<file path="config.mk">
export PLATFORM = sky130hd
export DESIGN_NAME = pipe_adder_flat
export DESIGN_NICKNAME = d
export VERILOG_FILES = /design/src/rtl/pipe_adder_pkg.sv /design/src/rtl/pipe_adder_if.sv /design/src/rtl/pipe_adder_fa_slice.sv /design/src/rtl/pipe_adder.sv /design/src/flat_wrapper.sv
export SDC_FILE = /design/constraint.sdc
export NUM_CORES = 1
export LEC_CHECK = 0
export ABC_AREA = 1
export CAP_MARGIN = 15
export CORE_MARGIN = 2
export CORE_UTILIZATION = 30
export CTS_CLUSTER_DIAMETER = 30
export DETAILED_ROUTE_END_ITERATION = 12
export SYNTH_ARGS = -nofsm -noshare
export SYNTH_HDL_FRONTEND = slang
export SYNTH_SLANG_ARGS = --single-unit
</file>
<file path="constraint.sdc">
create_clock -name clk -period 3.7 [get_ports clk]
set_clock_uncertainty 0.15 [all_clocks]
set_input_delay 0.74 -clock clk [delete_from_list [all_inputs] [get_ports clk]]
set_output_delay 0.74 -clock clk [all_outputs]
set_load 0.01 [all_outputs]
</file>
<file path="src/rtl/pipe_adder_pkg.sv">
// Shared constants and helpers for the pipelined adder.
// Consumed by pipe_adder_if and pipe_adder.
package pipe_adder_pkg;

    localparam int unsigned DEFAULT_WIDTH  = 16;
    localparam int unsigned DEFAULT_STAGES = 4;

    // Bits handled by each pipeline stage.
    function automatic int unsigned chunk_bits(input int unsigned width,
                                               input int unsigned stages);
        return (stages == 0) ? width : width / stages;
    endfunction

endpackage

</file>
<file path="src/rtl/pipe_adder_if.sv">
// Operand/result handshake bundle for pipe_adder.
// Port ovf exists only when PIPE_ADDER_OVF_EN is defined.
interface pipe_adder_if import pipe_adder_pkg::*; #(
    parameter int unsigned WIDTH = DEFAULT_WIDTH
);

    logic             in_valid;
    logic             in_ready;
    logic [WIDTH-1:0] a;
    logic [WIDTH-1:0] b;
    logic             cin;
    logic             out_valid;
    logic             out_ready;
    logic [WIDTH-1:0] sum;
    logic             cout;
`ifdef PIPE_ADDER_OVF_EN
    logic             ovf;

    modport master (
        output in_valid, a, b, cin, out_ready,
        input  in_ready, out_valid, sum, cout, ovf
    );

    modport slave (
        input  in_valid, a, b, cin, out_ready,
        output in_ready, out_valid, sum, cout, ovf
    );
`else
    modport master (
        output in_valid, a, b, cin, out_ready,
        input  in_ready, out_valid, sum, cout
    );

    modport slave (
        input  in_valid, a, b, cin, out_ready,
        output in_ready, out_valid, sum, cout
    );
`endif

endinterface

</file>
<file path="src/rtl/pipe_adder_fa_slice.sv">
// Combinational CHUNK-bit ripple-carry adder slice used by each pipeline stage.
module fa_slice #(
    parameter int unsigned CHUNK = 4
) (
    input  logic [CHUNK-1:0] a,
    input  logic [CHUNK-1:0] b,
    input  logic             ci,
    output logic [CHUNK-1:0] s,
    output logic             co
);

    logic c;

    always_comb begin
        s = '0;
        c = ci;
        for (int k = 0; k < CHUNK; k++) begin
            s[k] = a[k] ^ b[k] ^ c;
            c    = (a[k] & b[k]) | (c & (a[k] ^ b[k]));
        end
        co = c;
    end

endmodule

</file>
<file path="src/rtl/pipe_adder.sv">
// Pipelined adder: STAGES slices of WIDTH/STAGES bits, global valid/ready stall.
// Define PIPE_ADDER_OVF_EN to add the signed-overflow output ovf.
module pipe_adder import pipe_adder_pkg::*; #(
    parameter int unsigned WIDTH  = DEFAULT_WIDTH,
    parameter int unsigned STAGES = DEFAULT_STAGES
) (
    input logic         clk,
    input logic         rst,
    pipe_adder_if.slave io
);

    localparam int unsigned CHUNK = chunk_bits(WIDTH, STAGES);

    if (WIDTH < 1 || WIDTH > 64 || STAGES < 1 || STAGES > WIDTH || (WIDTH % STAGES) != 0)
    begin : g_bad_params
        $fatal(1, "pipe_adder: illegal WIDTH=%0d STAGES=%0d", WIDTH, STAGES);
    end

    logic adv;

    assign adv         = io.out_ready || !io.out_valid;
    assign io.in_ready = adv;

    for (genvar i = 0; i < STAGES; i++) begin : g_stage
        localparam int unsigned LO  = i * CHUNK;
        // Operand bits not yet consumed when the beat reaches this stage.
        localparam int unsigned REM = WIDTH - LO;

        logic [REM-1:0]      a_in;
        logic [REM-1:0]      b_in;
        logic                c_in;
        logic                v_in;
        logic [CHUNK-1:0]    s_slice;
        logic                co_slice;
        logic [LO+CHUNK-1:0] sum_d;
        logic [LO+CHUNK-1:0] sum_q;
        logic                valid_q;
        logic                carry_q;

        if (i == 0) begin : g_src
            assign a_in  = io.a;
            assign b_in  = io.b;
            assign c_in  = io.cin;
            assign v_in  = io.in_valid;
            assign sum_d = s_slice;
        end else begin : g_src
            assign a_in  = g_stage[i-1].g_ops.a_q;
            assign b_in  = g_stage[i-1].g_ops.b_q;
            assign c_in  = g_stage[i-1].carry_q;
            assign v_in  = g_stage[i-1].valid_q;
            assign sum_d = {s_slice, g_stage[i-1].sum_q};
        end

        fa_slice #(
            .CHUNK (CHUNK)
        ) u_slice (
            .a  (a_in[CHUNK-1:0]),
            .b  (b_in[CHUNK-1:0]),
            .ci (c_in),
            .s  (s_slice),
            .co (co_slice)
        );

        // Data only loads with a real beat so idle inputs never reach the outputs.
        always_ff @(posedge clk) begin
            if (rst) begin
                valid_q <= 1'b0;
                carry_q <= 1'b0;
                sum_q   <= '0;
            end else if (adv) begin
                valid_q <= v_in;
                if (v_in) begin
                    carry_q <= co_slice;
                    sum_q   <= sum_d;
                end
            end
        end

        if (REM > CHUNK) begin : g_ops
            logic [REM-CHUNK-1:0] a_q;
            logic [REM-CHUNK-1:0] b_q;

            always_ff @(posedge clk) begin
                if (rst) begin
                    a_q <= '0;
                    b_q <= '0;
                end else if (adv && v_in) begin
                    a_q <= a_in[REM-1:CHUNK];
                    b_q <= b_in[REM-1:CHUNK];
                end
            end
        end

`ifdef PIPE_ADDER_OVF_EN
        if (i == STAGES - 1) begin : g_ovf
            logic ovf_q;

            // Carry into the MSB is recovered from the MSB sum and operand bits.
            always_ff @(posedge clk) begin
                if (rst) begin
                    ovf_q <= 1'b0;
                end else if (adv && v_in) begin
                    ovf_q <= s_slice[CHUNK-1] ^ a_in[CHUNK-1] ^ b_in[CHUNK-1] ^ co_slice;
                end
            end
        end
`endif
    end

    assign io.out_valid = g_stage[STAGES-1].valid_q;
    assign io.sum       = g_stage[STAGES-1].sum_q;
    assign io.cout      = g_stage[STAGES-1].carry_q;
`ifdef PIPE_ADDER_OVF_EN
    assign io.ovf       = g_stage[STAGES-1].g_ovf.ovf_q;
`endif

endmodule
</file>
<file path="src/flat_wrapper.sv">
// flat-port wrapper written by rule: the top's interface ports become plain ports
module pipe_adder_flat import pipe_adder_pkg::*;
#(
    parameter int unsigned WIDTH  = DEFAULT_WIDTH,
    parameter int unsigned STAGES = DEFAULT_STAGES
)
  (clk, rst, io_in_valid, io_a, io_b, io_cin, io_out_ready, io_in_ready, io_out_valid, io_sum, io_cout);
  pipe_adder_if #(.WIDTH(WIDTH)) io_i ();
  input logic clk;
  input logic rst;
  input wire logic [$bits(io_i.in_valid)-1:0] io_in_valid;
  input wire logic [$bits(io_i.a)-1:0] io_a;
  input wire logic [$bits(io_i.b)-1:0] io_b;
  input wire logic [$bits(io_i.cin)-1:0] io_cin;
  input wire logic [$bits(io_i.out_ready)-1:0] io_out_ready;
  output wire logic [$bits(io_i.in_ready)-1:0] io_in_ready;
  output wire logic [$bits(io_i.out_valid)-1:0] io_out_valid;
  output wire logic [$bits(io_i.sum)-1:0] io_sum;
  output wire logic [$bits(io_i.cout)-1:0] io_cout;
  assign io_i.in_valid = io_in_valid;
  assign io_i.a = io_a;
  assign io_i.b = io_b;
  assign io_i.cin = io_cin;
  assign io_i.out_ready = io_out_ready;
  assign io_in_ready = io_i.in_ready;
  assign io_out_valid = io_i.out_valid;
  assign io_sum = io_i.sum;
  assign io_cout = io_i.cout;
  pipe_adder #(.WIDTH(WIDTH), .STAGES(STAGES)) u_core (.clk(clk), .rst(rst), .io(io_i));
endmodule
</file>
[Yosys cells after proc, flatten, opt, wreduce, memory -nomap -nowiden]
Index checks and enable logic that the tools add are counted.
Word-level totals
  logic and storage cells: 107
  register bits after elaboration: 96
Operators by class
  bitwise gates (word level): 80
  reductions and logical operators: 9
Operators by type and width (count)
  AND 1 bit: 32
  XOR 1 bit: 32
  bitwise OR 1 bit: 16
  AND reduction 2 bit: 4
  logical AND 1 bit: 3
  logical NOT 1 bit: 1
  logical OR 1 bit: 1

[Depth between registers and ports, before layout]
Gate-level depths: netlist of run 1.
  depth after elaboration: 9
  depth in mapped cells: 10
  gate-level depth less buffers: 10

[Modules after synthesis]
Synthesis of run 1 repeated with hierarchy kept, for this count alone.
Unflattened totals
  cells, all modules: 678
  area, all modules: 4697.0 um^2
By module, submodules not included
  pipe_adder: cells each 622, seq. area each 1921.8 um^2, area each 4226.6 um^2, times used 1
  fa_slice: cells each 14, seq. area each 0.0 um^2, area each 117.6 um^2, times used 4

[Worst setup path before layout of run 1]
Ideal clock, no wire load.
  path kind: input to register
  from: input port io_cin
  to: register u_core.g_stage[0].sum_q[3]
  arrival time: 2.385 ns
  buffers on the path: 0
  path slack: 1.101 ns
  cell stages on the path: 10
  setup time: 0.064 ns
  cell sequence: fa_1 -> inv_1 -> fa_1 -> inv_1 -> fa_1 -> inv_1 -> fa_1 -> nand3_1 -> nand2_1 -> nor2_1
Between the ends
  cells in the longest elaborated chain, start to end: 7
Ends and longest elaborated chain
  start: declaration: line flat_wrapper.sv:14  | input wire logic [$bits(io_i.cin)-1:0] io_cin;
  AND 1 bit: line pipe_adder_fa_slice.sv:19  | c = (a[k] & b[k]) | (c & (a[k] ^ b[k]));
  bitwise OR 1 bit: line pipe_adder_fa_slice.sv:19
  AND 1 bit: line pipe_adder_fa_slice.sv:19
  bitwise OR 1 bit: line pipe_adder_fa_slice.sv:19
  AND 1 bit: line pipe_adder_fa_slice.sv:19
  bitwise OR 1 bit: line pipe_adder_fa_slice.sv:19
  XOR 1 bit: line pipe_adder_fa_slice.sv:18  | s[k] = a[k] ^ b[k] ^ c;
  end signal: assignment: line pipe_adder.sv:74  | sum_q <= sum_d;
  end: declaration: line pipe_adder.sv:36  | logic [LO+CHUNK-1:0] sum_q;
Every way passes these cells.
A chain may end at the register's enable or synchronous reset.

[Final worst setup path of run 1]
  from: input port io_out_ready
  to: output port io_in_ready
Between the ends
  cells in the longest elaborated chain, start to end: 1
Ends and longest elaborated chain
  start: declaration: line flat_wrapper.sv:15  | input wire logic [$bits(io_i.out_ready)-1:0] io_out_ready;
  logical OR 1 bit: line pipe_adder.sv:21  | assign adv = io.out_ready || !io.out_valid;
  end: declaration: line flat_wrapper.sv:16  | output wire logic [$bits(io_i.in_ready)-1:0] io_in_ready;
Every way passes these cells.

==> summary.txt, run 1 <==
Status
  – Status: completed

Yosys
  – Number of flops mapped to enable cells by yosys: 0
  – Top cells by area, synth: dfxtp_1 (42%), a21oi_1 (10%), nand3_1 (10%), inv_1 (9.0%), nand2_1 (7.7%)
  – Synthesized Nets: ~700
  – Yosys cell types: 13
  – Post-synth top cells: inv_1 (111), a21oi_1 (96), dfxtp_1 (96), nand2_1 (95), nand3_1 (95)
  – #FFs+latches synth: 96
  – Top cell type's share of synthesized area: between 40% and 50%
  – Avg Synthesized Cell Area: around 7.1 µm²
  – Most numerous cell in the Yosys netlist: inv_1
  – Gate Count Post-Synth: about 650
  – Sequential-to-total area share from yosys stat: about two fifths
  – Most frequently used flop master after synthesis: dfxtp_1
  – Largest area contributor in the netlist: dfxtp_1
  – Mapped cell area: about 0.0046 mm²
  – Fraction of registers with async set or reset after synthesis: 0%
  – YS warnings: 0

Die
  – Die Area: 0.0164 mm²
  – Starting Density: a little under a third
  – Die Wd: approximately 130 µm
  – Ports: between 50 and 60
  – Row cnt: 45
  – Die Y: around 130 µm
  – Core Region: 0.0151 mm²

Worst setup path
  – CP max FO: 4
  – Critical path type: in2out
  – CP arrival: 1.93 ns
  – Worst Setup End Kind: output port
  – Required @ worst endpoint: between 2 and 3 ns
  – R2R cell count: 10
  – Crit path launch type: input pin

Clock network
  – CTS buffer count: 9
  – Clk buf depth: 2
  – Root Buffer: clkbuf_16
  – Clk_lat worst skew: between 0.3 and 0.4 ns
  – PostCTS Resize Cnt: 0
  – Clk slew on worst S/H paths: approximately 0.070 ns
  – CTS sink cnt: 96
  – CTS tree: yes
  – Hold buffer count at CTS: 0
  – Post-CTS setup buffers: 0
  – H-tree Lvls: 3

Routing
  – DRT Pass-1 Iters: 4
  – Routed WL per cell: a little over 10 µm
  – Post-DRT Antenna Nets: 0
  – Vias per inst: ~4.4
  – Final wirelength: roughly 9000 µm
  – Vias: 3,772
  – DRC violations left: 0
  – Starting DRT DRC Count: between 150 and 200

Timing
  – Final Cycle Share: ~76%
  – Fmax: 355 MHz
  – Setup tns final: 0 ns
  – Post-route setup slack: between 0.8 and 0.9 ns
  – Crit path time final: about 2.8 ns
  – # setup viols final: 0
  – Max-slew violation count: 0
  – Relative slew slack: around a third
  – Worst Tran Pin Value: 1.02 ns
  – RSZ-0062 raised after global routing: no
  – Final hold vios: 0

Cells and area
  – Fin nets: between 700 and 800
  – Multi-input gate area: 0.00200 mm²
  – Fillers: 1,664
  – ANT cells: 0
  – Fraction of layout cells with a size suffix above 1: 3.40%
  – Final Cell Area: between 0.005 and 0.006 mm²
  – Register Area: 0.00192 mm²
  – Synthesis-to-finish area growth: 19.5%

Pwr
  – Static leakage: between 2 and 2.5 nW
  – PwrDens: ~440 mW/mm²
  – Peak supply drop: 0.242 mV

Placement
  – Placed cell area: roughly 0.0052 mm²
  – Placer congestion estimate: just under 0.8
  – Setup WS pre-CTS: around 0.56 ns
  – DPL Wire Length: 5490 µm
  – I/O Buffers: 55

Global route
  – GRT Util Overall: around an eighth
  – Antenna violations before repair: 0
  – First-pass GRT wire length: 15,800 µm
  – Largest net degree at the start of global routing: between 150 and 200
  – GRT overflow: 0
  – Number of global-route vias before repair: around 3.4k

Min path
  – Hold/Removal Path Class: reg2reg
  – Hold Crit Depth: 2

Job
  – Max-cap violations: 0
-- cell usage in the layout, fill, tap and decap left out, drive strengths merged --
master and instances:
inv 112, a21oi 96, nand2 96, dfxtp 96
nand3 95, nor2 92, clkdlybuf4s50 54, fa 16
clkbuf 13, buf 5, bufinv 1, clkinv 1
-- layer usage --
metal  routed length, µm  global-route usage, %
met1                4590                   16.3
met3                 394                   3.76
met2                3880                   17.5
met5                   0                      0
met4                 108                   3.62
-- metrics by stage --
stage               instances  utilization (%)  total power [W]  hold WS [ns]
floorplan                 654                -          0.00136         0.302
global placement          848             34.2          0.00146         0.310
detailed placement        848             34.2          0.00146         0.318
CTS                       864             36.3          0.00244         0.334
global route              865             36.5          0.00254         0.353
finish                    865             36.5          0.00241         0.328
-- layout make-up --
| cell class | instances | area share [%] |
|---|---|---|
| Clock inverter | 3 | 0.863 |
| Tap cell | 188 | 4.27 |
| Timing Repair Buffer | 59 | 11.3 |
| Inverter | 111 | 7.56 |
| Sequential cell | 96 | 34.9 |
| Multi-Input combinational cell | 395 | 36.3 |
| Clock buffer | 13 | 4.90 |
-- path summary, 6_finish.rpt --
kind                                   from                     endpoint  slack [ns]
max                            io_out_ready                  io_in_ready        0.88
min                       u_core.io.sum[10]            u_core.io.sum[10]        0.33
max reg2reg  u_core.g_stage[1].g_ops.b_q[0]  u_core.g_stage[2].sum_q[11]        1.37
min reg2reg               u_core.io.sum[10]            u_core.io.sum[10]        0.33
-- sequential cells by signal, summed over array words and instances (netlist names) --
register / flops
u_core.g_stage.g_ops.b_q: 24
u_core.g_stage.valid_q: 3
u_core.g_stage.sum_q: 24
u_core.io.out_valid: 1
u_core.io.sum: 16
u_core.io.cout: 1
u_core.g_stage.carry_q: 3
u_core.g_stage.g_ops.a_q: 24
-- logic make-up after synthesis --
family,after synthesis,share of synthesized area [%]
compound gates,96,10.4
buf+inv,163,15.3
flops,96,41.7
fa+ha+maj,16,6.95
simple gates,283,25.7
-- worst max-delay path, stage by stage --
cell and delay (ns):
clkdlybuf4s50_1 0.46, inv_1 0.12, nand2_8 0.09, clkdlybuf4s50_1 0.53
-- where the power goes --
group / total, W / leakage, nW / switching, W / internal, W
registers: 0.00114 / 0.790 / 0.0000405 / 0.00110
clock network: 0.000976 / 0.156 / 0.000393 / 0.000583
logic: 0.000297 / 1.45 / 0.000155 / 0.000141
total: 0.00241 / 2.40 / 0.000589 / 0.00182
Power figures use the tool's default switching activity.
==> inputs of run 2 (changes only) <==
==> constraint.sdc (replaced) <==
create_clock -name clk -period 2.48 [get_ports clk]
set_clock_uncertainty 0.15 [all_clocks]
set_input_delay 0.496 -clock clk [delete_from_list [all_inputs] [get_ports clk]]
set_output_delay 0.496 -clock clk [all_outputs]
set_load 0.01 [all_outputs]
==> run 2 against run 1 <==
Cell count is 0.46% higher; sequential cell count stayed put; critical endpoint unchanged; critical path type unchanged; core utilization is 0.083 points higher; combinational power is 54% higher; highest routed layer unchanged; routed wire length is 0.56% lower; final area is 0.23% higher.
==> summary.txt, run 2 (same netlist as run 1, synthesis figures left out) <==
Status
  – Status: completed

Clock network
  – Clk_lat worst skew: 0.35 ns
  – CTS sink cnt: 96
  – CTS buffer count: 9
  – Clk buf depth: 2
  – CTS tree: yes
  – Clk slew on worst S/H paths: 0.06 ns
  – H-tree Lvls: 3
  – Root Buffer: clkbuf_16

Pwr
  – Peak supply drop: about 0.32 mV
  – Psw: about 0.00087 W
  – Reg power frac: ~50%
  – Static leakage: ~2.4 nW
  – Switching part of the total: roughly a quarter
  – Clock power frac: 37.5%
  – Logic gate share of total power: between 10% and 20%
  – Pint: approximately 0.0026 W
  – PwrDens: 621 mW/mm²

Cells and area
  – Fin nets: ~730
  – Leading cell type in the layout, fill and taps excluded: inv_1
  – Regs by FF count: u_core.g_stage.g_ops.a_q (24), u_core.g_stage.g_ops.b_q (24), u_core.g_stage.sum_q (24)
  – Fraction of layout cells with a size suffix above 1: ~5.7%
  – ANT cells: 0
  – Most frequent cells in the layout: inv_1 (105), a21oi_1 (96), nand3_1 (95), nand2_1 (95), dfxtp_1 (94)
  – Synthesis-to-finish area growth: 19.8%
  – Util after Layout: a little over a third

Worst setup path
  – Slowest CP cell: clkdlybuf4s50_1
  – Critical path type: in2out
  – Critical path cell sequence: clkdlybuf4s50_1, inv_1, nand2_8, clkdlybuf4s50_1
  – CP max FO: 4
  – Max incr delay on CP: ~0.53 ns
  – Crit-path most repeated cell: clkdlybuf4s50_1
  – Worst Setup End Kind: output port
  – Crit path launch type: input pin
  – Critical path buffers and inverters: 3
  – R2R setup slack: roughly 0.15 ns
  – CP arrival: about 1.7 ns
  – Required @ worst endpoint: between 1.5 and 2 ns
  – Family with the most delay on the worst path: buffers and inverters

Global route
  – First-pass GRT wire length: 15,400 µm
  – Number of global-route vias before repair: roughly 3.3k
  – GRT Util Overall: between 10% and 20%
  – Antenna violations before repair: 0
  – GRT overflow: 0
  – Largest net degree at the start of global routing: between 150 and 200

Die
  – Die Wd: around 130 µm
  – Die Y: between 100 and 150 µm
  – Row cnt: 45
  – Die Area: 0.0164 mm²
  – Core Region: about 0.015 mm²
  – Starting Density: a little over 30%
  – Ports: between 50 and 60

Routing
  – DRC violations left: 0
  – Vias: around 3.8k
  – DRT Pass-1 Iters: 4
  – Starting DRT DRC Count: between 200 and 250
  – Routed WL per cell: about 10 µm
  – Final wirelength: between 8000 and 9000 µm
  – Vias per inst: between 4 and 5
  – Post-DRT Antenna Nets: 0

Timing
  – Post-route setup slack: 0.133 ns
  – Crit path time final: ~2.3 ns
  – Fmax: about 430 MHz
  – # setup viols final: 0
  – Worst Tran Pin Value: between 0.7 and 0.8 ns
  – Max-slew violation count: 0
  – RSZ-0062 raised after global routing: no
  – Final hold vios: 0
  – Hold_ws: 0.328 ns
  – Final Cycle Share: around 95%
  – Relative slew slack: a little under half

Placement
  – DPL Wire Length: around 5600 µm
  – Setup WS pre-CTS: -0.413 ns
  – I/O Buffers: 55
  – Placer congestion estimate: 0.719

Min path
  – Hold/Removal Path Class: reg2reg

Job
  – Max-cap violations: 0
## run 2: changes by cell type in the layout (fill, tap and decap cells not counted), sizes merged, moves of 2 or more
cell	before	now
clkinv	1	5
clkdlybuf4s50	54	51
buf	5	9
dlymetal6s2s	0	2
clkbuf	13	11
## run 2: timing repair
action / in CTS / in global routing
setup endpoints to repair: 1 / 3
resized for setup: 3 / 13
setup buffers: 0 / 0
hold buffers: 0 / 0
pin swaps: 0 / 8
## run 2: tightest hold or removal path, delay by kind of cell (launching register included)
| kind | cells | cell delay (ns) |
|---|---|---|
| compound gates | 1 | 0.04 |
| simple gates | 1 | 0.08 |
| flops | 1 | 0.32 |
## run 2: final cells by class
cell class	instances	area (µm²)
Timing Repair Buffer	63	659
Inverter	111	417
Multi-Input combinational cell	395	2010
Clock buffer	11	243
Fill cell	1645	9570
Tap cell	188	235
Sequential cell	96	1920
Clock inverter	5	32.5
## run 2: worst paths after layout
path	endpoint	cells after the start	from
max reg2reg	u_core.g_stage[2].sum_q[11]	10	u_core.g_stage[1].g_ops.b_q[0]
max	io_in_ready	4	io_out_ready
min reg2reg	u_core.g_stage[1].g_ops.a_q[4]	2	u_core.g_stage[1].g_ops.a_q[4]
min	u_core.g_stage[1].g_ops.a_q[4]	2	u_core.g_stage[1].g_ops.a_q[4]
## run 2: power groups by stage
| stage | combinational, W | sequential (W) | clock [W] |
|---|---|---|---|
| global route | 0.000534 | 0.00170 | 0.00139 |
| floorplan | 0.000319 | 0.00172 | 0 |
| detailed placement | 0.000463 | 0.00172 | 0 |
| CTS | 0.000464 | 0.00169 | 0.00134 |
| finish | 0.000457 | 0.00169 | 0.00129 |
| global placement | 0.000461 | 0.00172 | 0 |
## run 2: layer usage
layer / up-vias / part of all wire, % / global-route usage (%) / wire length (µm)
met3: 2 / 3.7 / 3.63 / 333
met2: 72 / 44 / 17.5 / 3920
met4: 0 / 0.66 / 3.68 / 59
li1: 2059 / - / - / -
met1: 1618 / 52 / 15.7 / 4600
met5: - / 0 / 0 / 0
## run 2: per-stage QoR
stage,instances,area (µm²),setup TNS (ns),total power (W)
after detailed placement,853,5230,-0.714,0.00219
after global routing,869,5520,0,0.00363
after CTS,869,5510,0,0.00349
after floorplan,654,4610,0,0.00204
after global placement,853,5230,-0.663,0.00218
final,869,5520,0,0.00343
==> inputs of run 3 (changes only) <==
--- a/config.mk
+++ b/config.mk
@@ -8,9 +8,10 @@
 export ABC_AREA = 1
 export CAP_MARGIN = 15
 export CORE_MARGIN = 2
-export CORE_UTILIZATION = 30
+export CORE_UTILIZATION = 50
 export CTS_CLUSTER_DIAMETER = 30
 export DETAILED_ROUTE_END_ITERATION = 12
+export PLACE_DENSITY = 0.76
 export SYNTH_ARGS = -nofsm -noshare
 export SYNTH_HDL_FRONTEND = slang
 export SYNTH_SLANG_ARGS = --single-unit
==> run 3 against run 2 <==
Non-clock buffer count is 1 lower; register-to-register slack improved by 0.02 ns; die area decreased by 39%; via count up 2.2%; sequential cell count stayed put; power fell by 7.7%; count of clock-buffer cells in the layout shrank 1; critical path depth unchanged; combinational power shrank 2%; maximum frequency is 0.99% higher.
==> summary.txt, run 3 (same netlist as run 1, synthesis figures left out) <==
Job
  – Max-cap violations: 0

Status
  – Status: completed

Global route
  – GRT met3 Usage: around 2.9%
  – Antenna violations before repair: 0
  – First-pass GRT wire length: roughly 14,000 µm
  – M1 GR Usage: 22.4%
  – Gr busiest metal: met2
  – GRT Util Overall: 17.1%
  – GRT overflow: 0
  – Largest net degree at the start of global routing: between 150 and 200
  – Number of global-route vias before repair: 3,452
  – Grt met2 use: approximately 28%

Worst setup path
  – Slowest CP cell: clkdlybuf4s50_1
  – Critical path cell sequence: clkdlybuf4s50_1, inv_1, nand2_4, clkdlybuf4s50_1
  – CP arrival: between 1.5 and 2 ns
  – Required @ worst endpoint: 1.83 ns
  – Critical path type: in2out
  – Worst Setup End Kind: output port
  – Critical path buffers and inverters: 3
  – Family with the most delay on the worst path: buffers and inverters
  – Crit path launch type: input pin
  – CP max FO: 4
  – Max incr delay on CP: approximately 0.53 ns
  – Crit-path most repeated cell: clkdlybuf4s50_1

Timing
  – Max-slew violation count: 0
  – Crit path time final: ~2.3 ns
  – Setup tns final: 0 ns
  – Worst Tran Pin Value: between 0.7 and 0.8 ns
  – # setup viols final: 0
  – Fmax: approximately 430 MHz
  – Final Cycle Share: between 90% and 100%
  – RSZ-0062 raised after global routing: no
  – Final hold vios: 0
  – Relative slew slack: a little over half

Placement
  – DPL Wire Length: around 5000 µm
  – I/O Buffers: 55
  – Placed insts: 775
  – Placer congestion estimate: around 0.74

Die
  – Core Region: approximately 0.0091 mm²
  – Starting Density: a little over 50%
  – Die Wd: between 100 and 150 µm
  – Die Area: approximately 0.01 mm²
  – Ports: 56
  – Die Y: about 100 µm
  – Row cnt: 35

Clock network
  – Clk_lat worst skew: ~0.36 ns
  – CTS tree: yes
  – Clk buf depth: 2
  – CTS buffer count: 9
  – CTS sink cnt: 96
  – H-tree Lvls: 3
  – Root Buffer: clkbuf_8
  – Clk slew on worst S/H paths: ~0.08 ns
  – Hold buffer count at CTS: 0

Pwr
  – Peak supply drop: 0.310 mV
  – Pint: roughly 0.0023 W
  – Overall Power: between 0.003 and 0.004 W
  – Clock power frac: between 30% and 40%
  – Psw: 0.000826 W
  – Logic gate share of total power: between 10% and 20%
  – Reg power frac: around 53%
  – Static leakage: 2.36 nW
  – Switching part of the total: approximately a quarter
  – PwrDens: around 600 mW/mm²

Cells and area
  – Regs by FF count: u_core.g_stage.g_ops.a_q (24), u_core.g_stage.g_ops.b_q (24), u_core.g_stage.sum_q (24)
  – Leading cell type in the layout, fill and taps excluded: inv_1
  – Most frequent cells in the layout: inv_1 (108), a21oi_1 (96), nand3_1 (95), nand2_1 (95), dfxtp_1 (95)
  – Non-Filler Instances: approximately 800
  – Register Area: 0.00192 mm²
  – Multi-input gate area: 0.00200 mm²
  – Fraction of layout cells with a size suffix above 1: 4.71%
  – ANT cells: 0
  – Synthesis-to-finish area growth: 15.1%
  – Fin nets: 728
  – Fillers: approximately 870

Routing
  – Routed WL per cell: a little over 10 µm
  – Final wirelength: ~8000 µm
  – Vias per inst: 4.85
  – Post-DRT Antenna Nets: 0
  – DRC violations left: 0
  – DRT Pass-1 Iters: 4
  – Starting DRT DRC Count: 192
  – Vias: 3,835

Min path
  – Hold/Removal Path Class: reg2reg
-- run 3: cell count changes in the layout (fill, tap and decap cells not counted), moves of 2 or more --
cell and delta:
inv_1 +3, clkbuf_16 -9, inv_2 -3, fa_2 -3
buf_12 -2, clkinv_2 -3, clkbuf_8 +9, clkinvlp_4 +4
fa_1 +3
-- run 3: timing repair --
item                       in CTS  in global routing
buffers inserted                0                  0
pin swaps                       0                  3
hold endpoints to repair        0                  0
gates resized for setup         4                  5
setup endpoints to repair       1                  2
gates cloned                    0                  0
-- run 3: metrics by stage --
step	cell area [µm²]	utilization (%)	hold WS [ns]	setup slack (ns)
3_5_place_dp	5090	55.9	0.317	-0.446
4_1_cts	5300	58.2	0.339	0.000549
3_3_place_gp	5090	55.9	0.310	-0.364
5_1_grt	5310	58.3	0.362	0.0316
6_report	5310	58.3	0.333	0.156
2_1_floorplan	4610	-	0.302	0.125
-- run 3: layout make-up --
| cell class | instances | share of cell area [%] |
|---|---|---|
| clock buffers | 10 | 2.59 |
| clock inverters | 6 | 1.30 |
| inverters | 111 | 7.85 |
| multi-input cells | 395 | 37.6 |
| flip-flops and latches | 96 | 36.2 |
| well taps | 111 | 2.62 |
| repair buffers | 62 | 11.8 |
-- run 3: worst reg2reg max path: cells and delay by family, from the launching register on --
kind | cells | cell delay [ns]
fa+ha+maj | 4 | 1.34
buf+inv | 3 | 0.20
flops | 1 | 0.34
simple gates | 3 | 0.23
-- run 3: power groups by stage --
stage	Clock [W]	Sequential, W	Combinational, W
global placement	0	0.00172	0.000442
detailed placement	0	0.00172	0.000451
CTS	0.00107	0.00169	0.000451
global route	0.00111	0.00170	0.000524
finish	0.00103	0.00169	0.000446
floorplan	0	0.00172	0.000319
-- run 3: final timing paths --
| path | startpoint | to | slack (ns) | depth (start not counted) |
|---|---|---|---|---|
| worst max-delay path | io_out_ready | io_in_ready | 0.16 | 4 |
| worst min-delay path | u_core.io.sum[1] | u_core.io.sum[1] | 0.33 | 2 |
| worst max register to register | u_core.g_stage[2].g_ops.b_q[0] | u_core.io.sum[15] | 0.17 | 10 |
| worst min register to register | u_core.io.sum[1] | u_core.io.sum[1] | 0.33 | 2 |
-- run 3: layer usage --
metal | vias to the layer above | wire (µm)
met5 | - | 0
met4 | 0 | 125
met3 | 10 | 229
met2 | 57 | 3670
met1 | 1722 | 3960
li1 | 2046 | -
